File: config.mk
export PLATFORM = sky130hd
export DESIGN_NAME = alu_cmd_packetizer_flat
export DESIGN_NICKNAME = d
export VERILOG_FILES = /design/src/rtl/alu_cmd_packetizer_if.sv /design/src/rtl/alu_cmd_packetizer.sv /design/src/flat_wrapper.sv
export SDC_FILE = /design/constraint.sdc
export NUM_CORES = 1
export LEC_CHECK = 0
export ABC_AREA = 1
export BUFFER_PORTS_ARGS = -buffer_cell sky130_fd_sc_hd__buf_2
export CORE_UTILIZATION = 39
export DETAILED_ROUTE_END_ITERATION = 8
export GPL_TIMING_DRIVEN = 0
export HOLD_SLACK_MARGIN = 0.12
export PLACE_DENSITY = 0.62
export SYNTH_ARGS = -nofsm -noshare
export SYNTH_HDL_FRONTEND = slang
export SYNTH_SLANG_ARGS = --single-unit
File: constraint.sdc
create_clock -name clk_i -period 4.6 [get_ports clk_i]
set_clock_uncertainty 0.05 [all_clocks]
set_input_delay 0.46 -clock clk_i [delete_from_list [all_inputs] [get_ports clk_i]]
set_output_delay 0.46 -clock clk_i [all_outputs]
set_load 0.005 [all_outputs]
File: src/rtl/alu_cmd_packetizer_if.sv
// Host, UART byte and response handshakes of the ALU packetizer, bundled for one port.
// slave is the packetizer side and master is the host/UART side.
interface alu_cmd_packetizer_if #(
  parameter int COUNT_W = 4
);
  logic               cmd_valid_i;
  logic               cmd_ready_o;
  logic [7:0]         cmd_opcode_i;
  logic [COUNT_W-1:0] cmd_count_i;
  logic               cmd_rsp_i;
  logic               opnd_valid_i;
  logic               opnd_ready_o;
  logic [31:0]        opnd_data_i;
  logic [7:0]         tx_data_o;
  logic               tx_valid_o;
  logic               tx_ready_i;
  logic [7:0]         rx_data_i;
  logic               rx_valid_i;
  logic               rsp_valid_o;
  logic               rsp_ready_i;
  logic [31:0]        rsp_data_o;
  logic               rsp_err_o;
  logic               busy_o;

  modport slave (
    input  cmd_valid_i, cmd_opcode_i, cmd_count_i, cmd_rsp_i,
    output cmd_ready_o,
    input  opnd_valid_i, opnd_data_i,
    output opnd_ready_o,
    output tx_data_o, tx_valid_o,
    input  tx_ready_i,
    input  rx_data_i, rx_valid_i,
    output rsp_valid_o, rsp_data_o, rsp_err_o,
    input  rsp_ready_i,
    output busy_o
  );

  modport master (
    output cmd_valid_i, cmd_opcode_i, cmd_count_i, cmd_rsp_i,
    input  cmd_ready_o,
    output opnd_valid_i, opnd_data_i,
    input  opnd_ready_o,
    input  tx_data_o, tx_valid_o,
    output tx_ready_i,
    output rx_data_i, rx_valid_i,
    input  rsp_valid_o, rsp_data_o, rsp_err_o,
    output rsp_ready_i,
    input  busy_o
  );
endinterface

File: src/rtl/alu_cmd_packetizer.sv
// Frames an ALU command plus operands into a UART byte stream and gathers the 4-byte LE reply.
// First byte valid one cycle after cmd accept; bytes held under tx_ready backpressure; rx never stalls.
module alu_cmd_packetizer #(
  parameter int MAX_OPERANDS   = 8,
  parameter int COUNT_W        = 4,
  parameter int TIMEOUT_CYCLES = 100000
) (
  input  logic                 clk_i,
  input  logic                 rst_ni,
  alu_cmd_packetizer_if.slave  bus
);

  localparam int TMO_W = (TIMEOUT_CYCLES > 1) ? $clog2(TIMEOUT_CYCLES + 1) : 1;

  typedef enum logic [2:0] {IDLE, HDR, OPND, WAIT_RSP, RSP_OUT} state_e;

  state_e             state_q, state_d;
  logic [7:0]         opcode_q;
  logic [COUNT_W-1:0] n_q, n_in, opnd_cnt_q;
  logic               rsp_q;
  logic [1:0]         byte_idx_q, rx_idx_q;
  logic [31:0]        word_q, rsp_data_q;
  logic               word_full_q, rsp_err_q;
  logic [TMO_W-1:0]   tmo_q;
  logic [15:0]        len;
  logic               cmd_ready, opnd_ready, tx_valid;
  logic [7:0]         tx_data;
  logic               tx_hs, last_byte, last_word, rx_hit, tmo_hit;

  assign n_in      = (bus.cmd_count_i > COUNT_W'(MAX_OPERANDS)) ? COUNT_W'(MAX_OPERANDS)
                                                                 : bus.cmd_count_i;
  assign len       = (16'(n_q) << 2) + 16'd4;
  assign tx_hs     = tx_valid && bus.tx_ready_i;
  assign last_byte = tx_hs && (byte_idx_q == 2'd3);
  assign last_word = (opnd_cnt_q + COUNT_W'(1)) == n_q;
  assign rx_hit    = (state_q == WAIT_RSP) && bus.rx_valid_i;
  // A byte arriving on the terminal-count cycle takes priority over the timeout.
  assign tmo_hit   = (TIMEOUT_CYCLES != 0) && (state_q == WAIT_RSP) && !bus.rx_valid_i &&
                     (tmo_q == TMO_W'(TIMEOUT_CYCLES - 1));

  always_ff @(posedge clk_i or negedge rst_ni) begin
    if (!rst_ni) state_q <= IDLE;
    else         state_q <= state_d;
  end

  always_comb begin
    state_d = state_q;
    unique case (state_q)
      IDLE:     if (bus.cmd_valid_i) state_d = HDR;
      HDR:      if (last_byte) state_d = (n_q != '0) ? OPND : (rsp_q ? WAIT_RSP : IDLE);
      OPND:     if (last_byte && last_word) state_d = rsp_q ? WAIT_RSP : IDLE;
      WAIT_RSP: if ((rx_hit && rx_idx_q == 2'd3) || tmo_hit) state_d = RSP_OUT;
      RSP_OUT:  if (bus.rsp_ready_i) state_d = IDLE;
      default:  state_d = IDLE;
    endcase
  end

  // Byte presented is a pure function of state and index, so it cannot move while stalled.
  always_comb begin
    cmd_ready  = (state_q == IDLE);
    opnd_ready = (state_q == OPND) && !word_full_q;
    tx_valid   = 1'b0;
    tx_data    = 8'h00;
    unique case (state_q)
      HDR: begin
        tx_valid = 1'b1;
        unique case (byte_idx_q)
          2'd0:    tx_data = opcode_q;
          2'd1:    tx_data = 8'h00;
          2'd2:    tx_data = len[7:0];
          default: tx_data = len[15:8];
        endcase
      end
      OPND: begin
        tx_valid = word_full_q;
        if (word_full_q) tx_data = word_q[{byte_idx_q, 3'b000} +: 8];
      end
      default: ;
    endcase
  end

  always_ff @(posedge clk_i or negedge rst_ni) begin
    if (!rst_ni) begin
      opcode_q    <= '0;
      n_q         <= '0;
      rsp_q       <= 1'b0;
      byte_idx_q  <= '0;
      opnd_cnt_q  <= '0;
      word_q      <= '0;
      word_full_q <= 1'b0;
      rx_idx_q    <= '0;
      tmo_q       <= '0;
      rsp_data_q  <= '0;
      rsp_err_q   <= 1'b0;
    end else begin
      if (state_q == IDLE && bus.cmd_valid_i) begin
        opcode_q   <= bus.cmd_opcode_i;
        n_q        <= n_in;
        rsp_q      <= bus.cmd_rsp_i;
        byte_idx_q <= '0;
        opnd_cnt_q <= '0;
      end else if (tx_hs) begin
        byte_idx_q <= byte_idx_q + 2'd1;
      end

      if (opnd_ready && bus.opnd_valid_i) begin
        word_q      <= bus.opnd_data_i;
        word_full_q <= 1'b1;
      end else if (state_q == OPND && last_byte) begin
        word_full_q <= 1'b0;
        opnd_cnt_q  <= opnd_cnt_q + COUNT_W'(1);
      end

      if (state_d == WAIT_RSP && state_q != WAIT_RSP) begin
        rsp_data_q <= '0;
        rsp_err_q  <= 1'b0;
        rx_idx_q   <= '0;
      end else if (rx_hit) begin
        rsp_data_q[{rx_idx_q, 3'b000} +: 8] <= bus.rx_data_i;
        rx_idx_q <= rx_idx_q + 2'd1;
      end else if (tmo_hit) begin
        rsp_err_q <= 1'b1;
      end

      if (state_q == WAIT_RSP && !bus.rx_valid_i) tmo_q <= tmo_q + TMO_W'(1);
      else                                        tmo_q <= '0;
    end
  end

  assign bus.cmd_ready_o  = cmd_ready;
  assign bus.opnd_ready_o = opnd_ready;
  assign bus.tx_valid_o   = tx_valid;
  assign bus.tx_data_o    = tx_data;
  assign bus.rsp_valid_o  = (state_q == RSP_OUT);
  assign bus.rsp_data_o   = rsp_data_q;
  assign bus.rsp_err_o    = rsp_err_q;
  assign bus.busy_o       = (state_q != IDLE);

endmodule

File: src/flat_wrapper.sv
// flat-port wrapper written by rule: the top's interface ports become plain ports
module alu_cmd_packetizer_flat 
#(
  parameter int MAX_OPERANDS   = 8,
  parameter int COUNT_W        = 4,
  parameter int TIMEOUT_CYCLES = 100000
)
  (clk_i, rst_ni, bus_cmd_valid_i, bus_cmd_opcode_i, bus_cmd_count_i, bus_cmd_rsp_i, bus_cmd_ready_o, bus_opnd_valid_i, bus_opnd_data_i, bus_opnd_ready_o, bus_tx_data_o, bus_tx_valid_o, bus_tx_ready_i, bus_rx_data_i, bus_rx_valid_i, bus_rsp_valid_o, bus_rsp_data_o, bus_rsp_err_o, bus_rsp_ready_i, bus_busy_o);
  alu_cmd_packetizer_if #(.COUNT_W(COUNT_W)) bus_i ();
  input  logic clk_i;
  input  logic rst_ni;
  input wire logic [$bits(bus_i.cmd_valid_i)-1:0] bus_cmd_valid_i;
  input wire logic [$bits(bus_i.cmd_opcode_i)-1:0] bus_cmd_opcode_i;
  input wire logic [$bits(bus_i.cmd_count_i)-1:0] bus_cmd_count_i;
  input wire logic [$bits(bus_i.cmd_rsp_i)-1:0] bus_cmd_rsp_i;
  output wire logic [$bits(bus_i.cmd_ready_o)-1:0] bus_cmd_ready_o;
  input wire logic [$bits(bus_i.opnd_valid_i)-1:0] bus_opnd_valid_i;
  input wire logic [$bits(bus_i.opnd_data_i)-1:0] bus_opnd_data_i;
  output wire logic [$bits(bus_i.opnd_ready_o)-1:0] bus_opnd_ready_o;
  output wire logic [$bits(bus_i.tx_data_o)-1:0] bus_tx_data_o;
  output wire logic [$bits(bus_i.tx_valid_o)-1:0] bus_tx_valid_o;
  input wire logic [$bits(bus_i.tx_ready_i)-1:0] bus_tx_ready_i;
  input wire logic [$bits(bus_i.rx_data_i)-1:0] bus_rx_data_i;
  input wire logic [$bits(bus_i.rx_valid_i)-1:0] bus_rx_valid_i;
  output wire logic [$bits(bus_i.rsp_valid_o)-1:0] bus_rsp_valid_o;
  output wire logic [$bits(bus_i.rsp_data_o)-1:0] bus_rsp_data_o;
  output wire logic [$bits(bus_i.rsp_err_o)-1:0] bus_rsp_err_o;
  input wire logic [$bits(bus_i.rsp_ready_i)-1:0] bus_rsp_ready_i;
  output wire logic [$bits(bus_i.busy_o)-1:0] bus_busy_o;
  assign bus_i.cmd_valid_i = bus_cmd_valid_i;
  assign bus_i.cmd_opcode_i = bus_cmd_opcode_i;
  assign bus_i.cmd_count_i = bus_cmd_count_i;
  assign bus_i.cmd_rsp_i = bus_cmd_rsp_i;
  assign bus_cmd_ready_o = bus_i.cmd_ready_o;
  assign bus_i.opnd_valid_i = bus_opnd_valid_i;
  assign bus_i.opnd_data_i = bus_opnd_data_i;
  assign bus_opnd_ready_o = bus_i.opnd_ready_o;
  assign bus_tx_data_o = bus_i.tx_data_o;
  assign bus_tx_valid_o = bus_i.tx_valid_o;
  assign bus_i.tx_ready_i = bus_tx_ready_i;
  assign bus_i.rx_data_i = bus_rx_data_i;
  assign bus_i.rx_valid_i = bus_rx_valid_i;
  assign bus_rsp_valid_o = bus_i.rsp_valid_o;
  assign bus_rsp_data_o = bus_i.rsp_data_o;
  assign bus_rsp_err_o = bus_i.rsp_err_o;
  assign bus_i.rsp_ready_i = bus_rsp_ready_i;
  assign bus_busy_o = bus_i.busy_o;
  alu_cmd_packetizer #(.MAX_OPERANDS(MAX_OPERANDS), .COUNT_W(COUNT_W), .TIMEOUT_CYCLES(TIMEOUT_CYCLES)) u_core (.clk_i(clk_i), .rst_ni(rst_ni), .bus(bus_i));
endmodule
==> qor.yml <==
cells_and_area:
  final_core_util_pct: 48.13
  final_area_mm2: 0.006374
  num_antenna_cells: 0
  fin_nets: 860
  fillers: 1341
  area_growth_pct: 20.51
  drive_above_1_share_pct: 18.41
worst_setup_path:
  slowest_stage: "dfrtp_1"
  worst_setup_path_start_kind: "register"
  cpPeakStageDelay_ns: 0.36
  end_kind: "output pin"
  reg2reg_from: "u_core.rx_idx_q[0]$_DFFE_PN0P_"
  crit_family: "buffers and inverters"
  path_max_fanout: 11
  path_cells: "clkbuf_1 -> clkinv_1 -> clkbuf_1 -> ha_1 -> clkbuf_1 -> a32o_1 -> o21ai_0 -> nand2_1 -> buf_2"
  worstPathArrival_ns: 2.66
  path_common_cell: "clkbuf_1"
  path_depth: 9
  crit_buf_inv: 5
  crit_start: "u_core.byte_idx_q[0]$_DFFE_PN0P_"
  cp.required_ns: 4.09
  r2r_cells: 9
  path_class: "register to output pin"
pwr:
  p_sw_mw: 1.311
  swShare_pct: 39.46
  power.internal_mw: 2.012
  comb_power_share_pct: 34.7
  p_clk_share_pct: 23.4
  powerDensity_mw_per_mm2: 521.4
  p_leak_nw: 3.347
  seqPwrFrac_pct: 41.9
  vdd_ir_drop_max_mv: 0.2321
detailed_routing:
  dr_wl_met2_mm: 6.088
  route.met3.wl_um: 560
  ant_nets: 0
  wl_per_cell_um: 13.64
  first_pass_iters: 7
  topRoutingLayerUsed: "met4"
  via_count: 4751
  viasPerCell: 4.903
  wirelength_mm: 13.22
  drc: 0
  wl_met1_mm: 6.437
  dr.first_iter.drc_count: 329
hold_path:
  hold_class: "input port to register"
  worstHoldPathCells: 3
  hold_start: "bus_opnd_data_i[10]"
synthesis:
  synth_cells: 670
  synthTopCellsByArea: "dfrtp_1, nand2_1, nor2_1, o21ai_0, inv_1"
  yosysWarnings: 0
  synth_cell_types: 34
  synth_area_mm2: 0.005289
  ys_seq_area_share_pct: 50.63
  yosysTopAreaCellShare_pct: 50.63
  yosysTopAreaCell: "dfrtp_1"
  synth_area_per_cell_um2: 7.894
  ys_ff_latch: 107
  synth_fp_nets: 742
clock_tree:
  cts_root_buf: "clkbuf_16"
  clk_pin_slew_ns: 0.08
  cts_tree: "done"
  max-clock-path-buffers: 2
  numCtsBuffers: 9
  ctsResizeCount: 0
  cts.sinks: 107
  clk_latency_ns: 0.35
  ctsHtreeMaxLevel: 3
global_routing:
  antenna_found_initial: 0
  grt_pass1_wl_mm: 22.65
  grt_max_degree: 59
  grt_pass1_vias: 4723
  grt-ovfl-total: 0
  grt_usage_pct: 20.22
outcome:
  status: "finished clean"
die:
  start_util_pct: 39.94
  fp.dieH_um: 118.5
  io-pin-count: 106
  core.rowCount: 42
  core_area_mm2: 0.01324
  chipWidth_um: 118.5
  die_area_mm2: 0.01403
placed_design:
  gp_congestion: 0.8801
  io_buffers: 105
  place_area_mm2: 0.006065
  hpwl_mm: 9.876
  place_ws_ns: 1.826
sta:
  whs_ns: 0.2460
  timing.setup.tns_ns: 0
  slew_viol_final: 0
  max_freq_mhz: 315.8
  tightest_slew_ns: 0.6555
  rsz0062_at_grt: "false"
  fin_crit_sh_pct: 68.85
  setup_viol: 0
  relSlewSlack_pct: 56.30
  worst_slack_ns: 1.433
  hold_viol: 0
  fin_crit_ns: 3.167
job:
  cap_violations: 0
-- area by class of cell --
class	instances	area, um^2	area share (%)
sequential	107	2678	42.01
multi-input combinational	466	2222	34.86
timing repair buffer	107	565.5	8.873
inverter	74	280.3	4.397
clock buffer	9	225.2	3.534
tap	176	220.2	3.455
buffer	23	108.9	1.708
clock inverter	7	73.82	1.158
-- power groups by stage --
stage                     clock (mW)  combinational (mW)  sequential (mW)
after detailed placement           0                1.14             1.40
final                          0.776                1.15             1.39
after global routing           0.840                1.32             1.42
after global placement             0                1.12             1.40
after CTS                      0.800                1.16             1.39
after floorplan                    0               0.791             1.35
-- metrics by stage --
step	power (mW)	cells
floorplan	2.137	670
global placement	2.515	951
detailed placement	2.545	952
CTS	3.344	969
global route	3.584	969
finish	3.323	969
-- routing by layer --
metal | up-vias | GRT usage [%]
met3 | 12 | 4.151
met5 | - | 0
met4 | 0 | 5.775
met2 | 126 | 32.28
li1 | 2401 | -
met1 | 2212 | 27.81
-- cell usage after synthesis --
| master | number |
|---|---|
| nand2_1 | 195 |
| dfrtp_1 | 107 |
| nor2_1 | 82 |
| inv_1 | 70 |
| o21ai_0 | 55 |
| nand3_1 | 33 |
| clkbuf_1 | 15 |
| a21oi_1 | 13 |
| nor3_1 | 13 |
| ha_1 | 12 |
| nand4_1 | 12 |
| o22ai_1 | 9 |
| nor4_1 | 7 |
| a22oi_1 | 5 |
| buf_2 | 5 |
| nor2_2 | 5 |
| a31oi_1 | 3 |
| a32o_1 | 3 |
| nand2_2 | 3 |
| nand3_2 | 3 |
| xor2_1 | 3 |
| a211oi_1 | 2 |
| buf_6 | 2 |
| clkinv_1 | 2 |
| nor2_4 | 2 |
| a221oi_1 | 1 |
| a22o_1 | 1 |
| a32oi_1 | 1 |
| clkbuf_2 | 1 |
| inv_2 | 1 |
| inv_4 | 1 |
| nand2_4 | 1 |
| o211a_1 | 1 |
| xnor2_1 | 1 |
-- worst paths after layout --
check	endpoint	slack (ns)
max	bus_tx_data_o[5]	1.43
min	u_core.word_q[10]$_DFFE_PN0P_	0.25
max reg2reg	u_core.bus.rsp_data_o[18]$_DFFE_PN0P_	2.22
min reg2reg	u_core.tmo_q[0]$_DFF_PN0_	0.44
max in group asynchronous	u_core.bus.rsp_data_o[4]$_DFFE_PN0P_	3.15
min in group asynchronous	u_core.word_q[22]$_DFFE_PN0P_	0.63
-- layout by cell type (no fill, tap or decap), types with 2 or more instances in the layout --
cell type  Yosys  final
a211oi_1       2      2
a21oi_1       13     13
a22oi_1        5      5
a31oi_1        3      3
a32o_1         3      3
buf_2          5    109
buf_6          2      2
clkbuf_1      15     15
clkbuf_16      0      9
clkinv_1       2      2
dfrtp_1      107    107
ha_1          12     12
inv_1         70     70
inv_6          0      3
inv_8          0      2
nand2_1      195    195
nand2_2        3      3
nand3_1       33     33
nand3_2        3      3
nand4_1       12     12
nor2_1        82     82
nor2_2         5      5
nor2_4         2      2
nor3_1        13     13
nor4_1         7      7
o21ai_0       55     55
o22ai_1        9      9
xor2_1         3      3
-- worst register-to-register path, stage by stage, from the launching register on --
cell and delay (ns):
dfrtp_1 0.38, clkbuf_1 0.31, inv_1 0.19, ha_1 0.45, inv_1 0.09, nor3_1 0.15, nand3_1 0.28, o21ai_0 0.26
inv_1 0.07, nor2_1 0.10
-- timing repair --
action,CTS,global route
setup buffers,0,0
endpoints found under the hold margin,49,0
hold buffers,1,0
-- cells by family (layout without fill, tap and decap cells) --
| kind of cell | after synthesis | after routing | share of synthesized area, % |
|---|---|---|---|
| buf+inv | 97 | 220 | 7.357 |
| simple gates | 356 | 356 | 28.41 |
| xor+xnor | 4 | 4 | 0.6625 |
| fa+ha+maj | 12 | 12 | 2.839 |
| compound gates | 94 | 94 | 10.10 |
| flops | 107 | 107 | 50.63 |
-- flip-flops by register name, indices dropped and copies added, names as in the netlist --
name	cells
u_core.tmo_q	17
u_core.byte_idx_q	2
u_core.state_q	3
u_core.rsp_q	1
u_core.n_q	4
u_core.word_full_q	1
u_core.bus.rsp_data_o	32
u_core.word_q	32
u_core.bus.rsp_err_o	1
u_core.opnd_cnt_q	4
u_core.opcode_q	8
u_core.rx_idx_q	2
Power figures use the tool's default switching activity.
